==> src/rtl/mplier_arb_pkg.sv <==
// Shared types and constants for the multiplier arbiter.
// The optional busy timeout is enabled by defining MPLIER_ARB_TIMEOUT_EN.
package mplier_arb_pkg;

    typedef enum logic [1:0] {
        StIdle,
        StLoad,
        StBusy,
        StResp
    } state_e;

    localparam int unsigned DefaultLatency = 11;

    function automatic int unsigned id_width(input int unsigned n);
        return (n > 1) ? $clog2(n) : 1;
    endfunction

endpackage

==> src/rtl/mplier_arbiter_rr_picker.sv <==
// Combinational round-robin selector: picks the first set request strictly
// after the pointer, wrapping around.
module rr_picker
    import mplier_arb_pkg::*;
#(
    parameter int unsigned NREQ = 4,
    localparam int unsigned IdW = id_width(NREQ)
) (
    input  logic [NREQ-1:0] req_i,
    input  logic [IdW-1:0]  ptr_i,
    output logic [NREQ-1:0] gnt_o,
    output logic [IdW-1:0]  idx_o,
    output logic            any_o
);

    logic           found;
    logic [IdW-1:0] cand;

    always_comb begin
        gnt_o = '0;
        idx_o = '0;
        found = 1'b0;
        cand  = '0;
        for (int unsigned k = 1; k <= NREQ; k++) begin
            cand = IdW'((32'(ptr_i) + k) % NREQ);
            if (!found && req_i[cand]) begin
                found       = 1'b1;
                gnt_o[cand] = 1'b1;
                idx_o       = cand;
            end
        end
        any_o = |req_i;
    end

endmodule

==> src/rtl/mplier_arbiter.sv <==
// Round-robin front end sharing one Radix8 multiplier among NREQ requesters.
// Optional busy timeout is compiled in with MPLIER_ARB_TIMEOUT_EN.
module mplier_arbiter
    import mplier_arb_pkg::*;
#(
    parameter int unsigned N             = 32,
    parameter int unsigned NREQ          = 4,
    parameter int unsigned LATENCY       = DefaultLatency,
    parameter int unsigned TIMEOUT_SLACK = 4,
    localparam int unsigned IdW          = id_width(NREQ)
) (
    input  logic              clk_i,
    input  logic              rst_i,
    input  logic [NREQ-1:0]   req_valid_i,
    output logic [NREQ-1:0]   req_ready_o,
    input  logic [NREQ*N-1:0] req_mcand_i,
    input  logic [NREQ*N-1:0] req_mplier_i,
    output logic              resp_valid_o,
    input  logic              resp_ready_i,
    output logic [IdW-1:0]    resp_id_o,
    output logic [2*N-1:0]    resp_product_o,
    output logic              resp_err_o,
    output logic              mul_rst_o,
    output logic [N-1:0]      mul_mcand_o,
    output logic [N-1:0]      mul_mplier_o,
    input  logic [2*N-1:0]    mul_product_i,
    input  logic              mul_done_i
);

    localparam int unsigned TimeoutLimit = LATENCY + TIMEOUT_SLACK;
    localparam int unsigned CntW         = $clog2(TimeoutLimit + 1) + 1;

    state_e           state_q, state_d;
    logic [IdW-1:0]   ptr_q, id_q, resp_id_q;
    logic [CntW-1:0]  cnt_q;
    logic [N-1:0]     mcand_q, mplier_q;
    logic [2*N-1:0]   prod_q;

    logic [NREQ-1:0]  gnt;
    logic [IdW-1:0]   gnt_idx;
    logic             any_req;
    logic             grant_hs;
    logic             done_hit;
    logic             timeout_hit;

    rr_picker #(
        .NREQ (NREQ)
    ) u_picker (
        .req_i (req_valid_i),
        .ptr_i (ptr_q),
        .gnt_o (gnt),
        .idx_o (gnt_idx),
        .any_o (any_req)
    );

    assign grant_hs = (state_q == StIdle) && any_req;
    // A done seen on the first BUSY cycle may be left over from the previous run.
    assign done_hit = (state_q == StBusy) && (cnt_q != '0) && mul_done_i;

`ifdef MPLIER_ARB_TIMEOUT_EN
    logic err_q;

    assign timeout_hit = (state_q == StBusy) && !done_hit && (cnt_q == CntW'(TimeoutLimit));
    assign resp_err_o  = err_q;

    always_ff @(posedge clk_i or posedge rst_i) begin
        if (rst_i) begin
            err_q <= 1'b0;
        end else if (done_hit) begin
            err_q <= 1'b0;
        end else if (timeout_hit) begin
            err_q <= 1'b1;
        end
    end
`else
    assign timeout_hit = 1'b0;
    assign resp_err_o  = 1'b0;
`endif

    always_ff @(posedge clk_i or posedge rst_i) begin
        if (rst_i) begin
            state_q <= StIdle;
        end else begin
            state_q <= state_d;
        end
    end

    always_comb begin
        state_d = state_q;
        unique case (state_q)
            StIdle:  if (any_req) state_d = StLoad;
            StLoad:  state_d = StBusy;
            StBusy:  if (done_hit || timeout_hit) state_d = StResp;
            StResp:  if (resp_ready_i) state_d = StIdle;
            default: state_d = StIdle;
        endcase
    end

    always_comb begin
        req_ready_o = '0;
        if ((state_q == StIdle) && !rst_i) begin
            req_ready_o = gnt;
        end
        resp_valid_o = (state_q == StResp);
        mul_rst_o    = (state_q == StIdle) || (state_q == StLoad);
    end

    always_ff @(posedge clk_i or posedge rst_i) begin
        if (rst_i) begin
            ptr_q     <= IdW'(NREQ - 1);
            id_q      <= '0;
            mcand_q   <= '0;
            mplier_q  <= '0;
            cnt_q     <= '0;
            prod_q    <= '0;
            resp_id_q <= '0;
        end else begin
            if (grant_hs) begin
                mcand_q  <= req_mcand_i[gnt_idx*N +: N];
                mplier_q <= req_mplier_i[gnt_idx*N +: N];
                id_q     <= gnt_idx;
                ptr_q    <= gnt_idx;
            end
            if (state_q == StLoad) begin
                cnt_q <= '0;
            end else if ((state_q == StBusy) && (cnt_q != '1)) begin
                cnt_q <= cnt_q + CntW'(1);
            end
            if (done_hit) begin
                prod_q    <= mul_product_i;
                resp_id_q <= id_q;
            end else if (timeout_hit) begin
                prod_q    <= '0;
                resp_id_q <= id_q;
            end
        end
    end

    assign resp_id_o      = resp_id_q;
    assign resp_product_o = prod_q;
    assign mul_mcand_o    = mcand_q;
    assign mul_mplier_o   = mplier_q;

endmodule

==> config.mk <==
export PLATFORM = sky130hd
export DESIGN_NAME = mplier_arbiter
export DESIGN_NICKNAME = d
export VERILOG_FILES = /design/src/rtl/mplier_arb_pkg.sv /design/src/rtl/mplier_arbiter_rr_picker.sv /design/src/rtl/mplier_arbiter.sv
export SDC_FILE = /design/constraint.sdc
export NUM_CORES = 1
export LEC_CHECK = 0
export ABC_AREA = 1
export ABC_CLOCK_PERIOD_IN_PS = 8150
export CAP_MARGIN = 30
export CORE_AREA = 2 2 182 184
export DETAILED_ROUTE_END_ITERATION = 16
export DIE_AREA = 0 0 184 186
export PLACE_DENSITY = 0.65
export SKIP_LAST_GASP = 1
export SLEW_MARGIN = 40
export SYNTH_ARGS = -nofsm -noshare
export SYNTH_HDL_FRONTEND = slang
export SYNTH_HIERARCHICAL = 1
export SYNTH_SLANG_ARGS = --single-unit
==> constraint.sdc <==
create_clock -name clk_i -period 8.15 [get_ports clk_i]
set_clock_uncertainty 0.1 [all_clocks]
set_input_delay 1.63 -clock clk_i [delete_from_list [all_inputs] [get_ports clk_i]]
set_output_delay 1.63 -clock clk_i [all_outputs]
set_load 0.1 [all_outputs]
==> results.yml, run 1 <==
outcome:
  status: "finished, final reports clean"
logic_synthesis:
  synth_seq_cells: 141
  synth_fp_nets: 1566
  synthArstFlopShare_pct: 100
  synth_top_area_cell: "dfrtp_1"
  synthCells: 1223
  synth-edff-count: 0
  synth_seq_area_share_pct: 42.9
  synth.area.top_cells: "dfrtp_1, nand2_1, nor2_1"
  synth_top_area_share_pct: 42.3
  synth_area_mm2: 0.00823
  ys_dominant_reg_cell: "dfrtp_1"
  synth_cell_types: 26
  postSynthAreaPerCell_um2: 6.73
  yosys_warnings: 6
hold_path:
  hold_class: "flip-flop to flip-flop"
  whs_path_depth: 2
die:
  io_pins: 465
  rows: 66
  core_area_mm2: 0.0322
  die_w_um: 184
  die_area_mm2: 0.0342
  die_h_um: 186
  start_util_pct: 25.5
worst_setup_path:
  worstSetupPathType: "primary input to output pin"
  cp_data_required_time_ps: 6420
  end_kind: "output pin"
  reg2reg_depth: 16
  cp_max_fo: 7
  start_kind: "primary input"
  crit_arrival_ps: 3540
sta:
  period_share_pct: 64.7
  relSlewSlack_pct: 44.0
  tightest_slew_ps: 841
  fmax_mhz: 190
  finalHoldViolCount: 0
  drv_slew: 0
  setup_tns_ps: 0
  period_needed_ps: 5270
  grt_setup_unrepaired: "false"
  setup_viol: 0
clock_tree:
  clk_pin_slew_ps: 70
  cts-buffers-inserted: 17
  cts_tree: "yes"
  cts_hold_buf: 0
  cts_setup_buffers: 0
  cts_buffer_depth: 2
  htreeDepth: 4
  root_buffer: "clkbuf_16"
  cts_num_sinks: 141
  ctsResizeCount: 0
  clkLatencyLatePin_ps: 410
global_route:
  busiest_layer: "met2"
  grt_pass1_wl_um: 49200
  grt_max_degree: 99
  met3_usage_pct: 6.14
  grt_pass1_vias: 8740
  grt_overflow_total: 0
  grt.total_usage_pct: 18.7
  met1_usage_pct: 21.3
  antenna_found_initial: 3
  use_met2_pct: 32.9
detailed_routing:
  first_iter_violations: 387
  drt_pass1_iterations: 5
  antenna_left: 0
  via_count: 9308
  wire_per_inst_um: 16.3
  drt-total-wl_um: 33600
  drt_drc_violations_left: 0
  viasPerCell: 4.52
placement:
  io_buffers: 463
  hpwlAfterDp_um: 24900
  gp_congestion: 0.853
final_layout:
  layout.cells.most_common: "nand2_1"
  register_area_mm2: 0.00353
  drive_gt1_share_pct: 12.3
  multi_input_area_mm2: 0.00417
  final_nets: 1982
  antenna-diode-count: 0
  final_cell_mix: "nand2_1, clkdlybuf4s50_1, nor2_1"
  syn2layout_area_growth_pct: 58.8
  n_fill_cell: 3311
flow_run:
  maxCapViolCount: 0
==> flip-flops by register name, indices dropped and copies added (netlist names) <==
| register | cells |
|---|---|
| ptr_q | 2 |
| mul_mplier_o | 32 |
| mul_mcand_o | 32 |
| cnt_q | 5 |
| id_q | 2 |
| resp_id_o | 2 |
| resp_product_o | 64 |
| state_q | 2 |
==> per-layer routing <==
layer  vias up  wire length [um]
met5         -                39
met2       333             16500
met1      4256             13300
li1       4672                 -
met4         6               847
met3        41              2880
==> cells by family (layout without fill, tap and decap cells) <==
group / count (synthesis) / in the layout / share of synthesized area, %
AO/OA/AOI/OAI: 150 / 150 / 9.25
AND/OR/NAND/NOR: 803 / 803 / 38.9
buffers and inverters: 113 / 542 / 6.60
flip-flops: 141 / 141 / 42.9
other: 1 / 1 / 0.0456
adder cells (fa/ha/maj): 15 / 15 / 2.28
==> cells in the mapped netlist, types with 3 or more instances <==
master	n
buf_4	15
inv_2	4
inv_1	30
buf_1	11
buf_2	28
nand3_1	92
nand2_1	429
o21ai_1	28
nand2_4	4
dfrtp_1	139
a21oi_1	7
nor2_1	271
ha_1	15
a21boi_0	4
buf_6	3
clkbuf_1	21
o21ai_0	111
==> final cells by class <==
type / instances / share of cell area, %
Timing Repair Buffer: 475 / 31.1
Clock buffer: 17 / 3.26
Multi-Input combinational cell: 969 / 31.9
Clock inverter: 15 / 1.69
Sequential cell: 141 / 27.0
Tap cell: 408 / 3.91
Inverter: 35 / 1.08
==> worst max-delay path, stage by stage <==
cell and delay [ps]:
clkdlybuf4s50_1 450, inv_1 120, nand2_1 100, nand3_4 150
nand2_4 100, nor2_2 170, a21oi_1 120, nand3_1 90
inv_1 40, nor2_1 110, buf_2 460
==> metrics by stage <==
stage	cell area [um2]	util, %	setup slack [ps]	hold slack, ps	std cells
floorplan	8230	-	1670	369	1223
detailed placement	12400	38.5	2870	354	2028
finish	13100	40.6	2880	367	2060
global route	13100	40.6	2690	387	2060
global placement	13100	40.6	2190	352	2028
CTS	13100	40.5	2870	370	2060
==> path summary, 6_finish.rpt <==
check / startpoint / endpoint / slack [ps]
min reg2reg: resp_product_o[6] / resp_product_o[6] / 370
max in group asynchronous: rst_i / mul_mcand_o[12] / 5220
max: req_valid_i[2] / req_ready_o[3] / 2880
min in group asynchronous: rst_i / resp_product_o[26] / 1570
min: resp_product_o[6] / resp_product_o[6] / 370
max reg2reg: ptr_q[0] / mul_mplier_o[27] / 3980
Power of run 1 is left out: the tool's default activity adds up to more than one toggle a clock period on the data nets, which glitch-free logic cannot reach.
==> run 2, diff against run 1 <==
--- a/config.mk
+++ b/config.mk
@@ -6,7 +6,7 @@
 export NUM_CORES = 1
 export LEC_CHECK = 0
 export ABC_AREA = 1
-export ABC_CLOCK_PERIOD_IN_PS = 8150
+export ABC_CLOCK_PERIOD_IN_PS = 5400
 export CAP_MARGIN = 30
 export CORE_AREA = 2 2 182 184
 export DETAILED_ROUTE_END_ITERATION = 16
==> constraint.sdc (replaced) <==
create_clock -name clk_i -period 5.4 [get_ports clk_i]
set_clock_uncertainty 0.1 [all_clocks]
set_input_delay 1.08 -clock clk_i [delete_from_list [all_inputs] [get_ports clk_i]]
set_output_delay 1.08 -clock clk_i [all_outputs]
set_load 0.1 [all_outputs]
==> results.yml, run 2 (synthesis gave the netlist of run 1 again) <==
outcome:
  status: "finished, final reports clean"
worst_setup_path:
  start_kind: "flip-flop"
  timing.rr.start: "ptr_q[0]"
  crit_arrival_ps: 3010
  worst_path_max_delay_cell: "dfstp_2"
  cp_slowest_stage_delay_ps: 740
  path_depth: 12
  cp_data_required_time_ps: 4220
  worstPathCellList: "inv_6 > ha_1 > inv_1 > nand3_1 > nand2_1 > nand2_1 > inv_1 > nand3_1 > nand3_1 > inv_1 > nor2_1 > buf_4"
  worstSetupPathType: "flip-flop to output pin"
  r2r_end: "mul_mplier_o[24]"
  cp_max_fo: 15
  end_kind: "output pin"
  worst-r2r-setup-slack_ps: 1230
  crit_family: "buffers and inverters"
  path_buf_inv: 5
  reg2reg_depth: 17
die:
  die_area_mm2: 0.0342
  io_pins: 465
  core_area_mm2: 0.0322
  rows: 66
  start_util_pct: 25.5
  die_w_um: 184
  die_h_um: 186
detailed_routing:
  first_iter_violations: 413
  drt_pass1_iterations: 5
  viasPerCell: 4.58
  drt_drc_violations_left: 0
  antenna_left: 0
  via_count: 9462
  drt-total-wl_um: 34000
  wire_per_inst_um: 16.5
clock_tree:
  cts_num_sinks: 141
  clkLatencyLatePin_ps: 420
  cts_setup_buffers: 0
  cts_tree: "yes"
  htreeDepth: 4
  clk_pin_slew_ps: 60
  ctsResizeCount: 0
  cts_buffer_depth: 2
  root_buffer: "clkbuf_16"
  cts_hold_buf: 0
  cts-buffers-inserted: 17
global_route:
  grt_pass1_vias: 8880
  grt.total_usage_pct: 19.0
  antenna_found_initial: 8
  grt_pass1_wl_um: 49500
  grt_max_degree: 142
  grt_overflow_total: 0
sta:
  setup_tns_ps: 0
  period_share_pct: 77.6
  grt_setup_unrepaired: "false"
  fmax_mhz: 239
  setup_viol: 0
  relSlewSlack_pct: 43.6
  period_needed_ps: 4190
  finalHoldViolCount: 0
  drv_slew: 0
  tightest_slew_ps: 846
final_layout:
  multi_input_area_mm2: 0.00417
  largest_reg_flops: 64
  register_area_mm2: 0.00353
  syn2layout_area_growth_pct: 59.3
  drive_gt1_share_pct: 12.5
  final_cell_mix: "nand2_1, clkdlybuf4s50_1, nor2_1"
  n_fill_cell: 3321
  final_util_pct: 40.7
  final_nets: 1985
  layout.cells.most_common: "nand2_1"
hold_path:
  hold_path.startpoint: "resp_product_o[14]"
  min_to: "resp_product_o[14]"
  whs_path_depth: 2
  hold_class: "flip-flop to flip-flop"
placement:
  io_buffers: 463
  hpwlAfterDp_um: 25000
  gp_congestion: 0.870
flow_run:
  maxCapViolCount: 0
run 2: worst max path at each step:
| stage | start | to | slack, ps |
|---|---|---|---|
| final | ptr_q[0] | req_ready_o[0] | 1210 |
| after detailed placement | req_valid_i[1] | mul_mplier_o[30] | 940 |
| after CTS | ptr_q[0] | req_ready_o[0] | 1170 |
| after global routing | ptr_q[0] | mul_mplier_o[30] | 850 |
| after floorplan | rst_i | req_ready_o[0] | 20 |
| after global placement | req_valid_i[1] | mul_mplier_o[30] | 1040 |
run 2: area by class of cell:
type | count | area share, %
well taps | 408 | 3.89
diodes | 4 | 0.0764
inverters | 35 | 1.11
repair buffers | 478 | 31.7
clock inverters | 15 | 1.19
clock buffers | 17 | 3.25
multi-input cells | 969 | 31.8
flip-flops and latches | 141 | 26.9
run 2: routing by layer:
| layer | vias to the layer above | track usage [%] | wire length [um] |
|---|---|---|---|
| li1 | 4682 | - | - |
| met1 | 4318 | 21.1 | 13300 |
| met2 | 379 | 31.7 | 15900 |
| met3 | 77 | 6.95 | 3170 |
| met4 | 6 | 10.4 | 1580 |
| met5 | - | 0 | 43 |
run 2: per-stage QoR:
stage          area, um2  instances  worst slack (ps)  hold WS (ps)
2_1_floorplan       8230       1223              24.1           369
5_1_grt            13100       2066               852           376
4_1_cts            13000       2061              1170           369
3_3_place_gp       13100       2029              1040           353
3_5_place_dp       12500       2029               943           354
6_report           13100       2067              1210           365
run 2: worst register-to-register path, cell delays in order, from the launching register on:
cell and delay (ps):
dfstp_2 740, inv_6 110, ha_1 380, inv_1 200, nand3_1 110, nand2_1 110, nand2_1 90, nor2_1 160
nor2_1 90, nor2_4 120, buf_4 550, buf_4 760, nor2_1 160, nor2_1 100, o21ai_0 100, nand2_1 140
nand2_1 60, nand2_1 60
Power of run 2 is left out for the same reason.
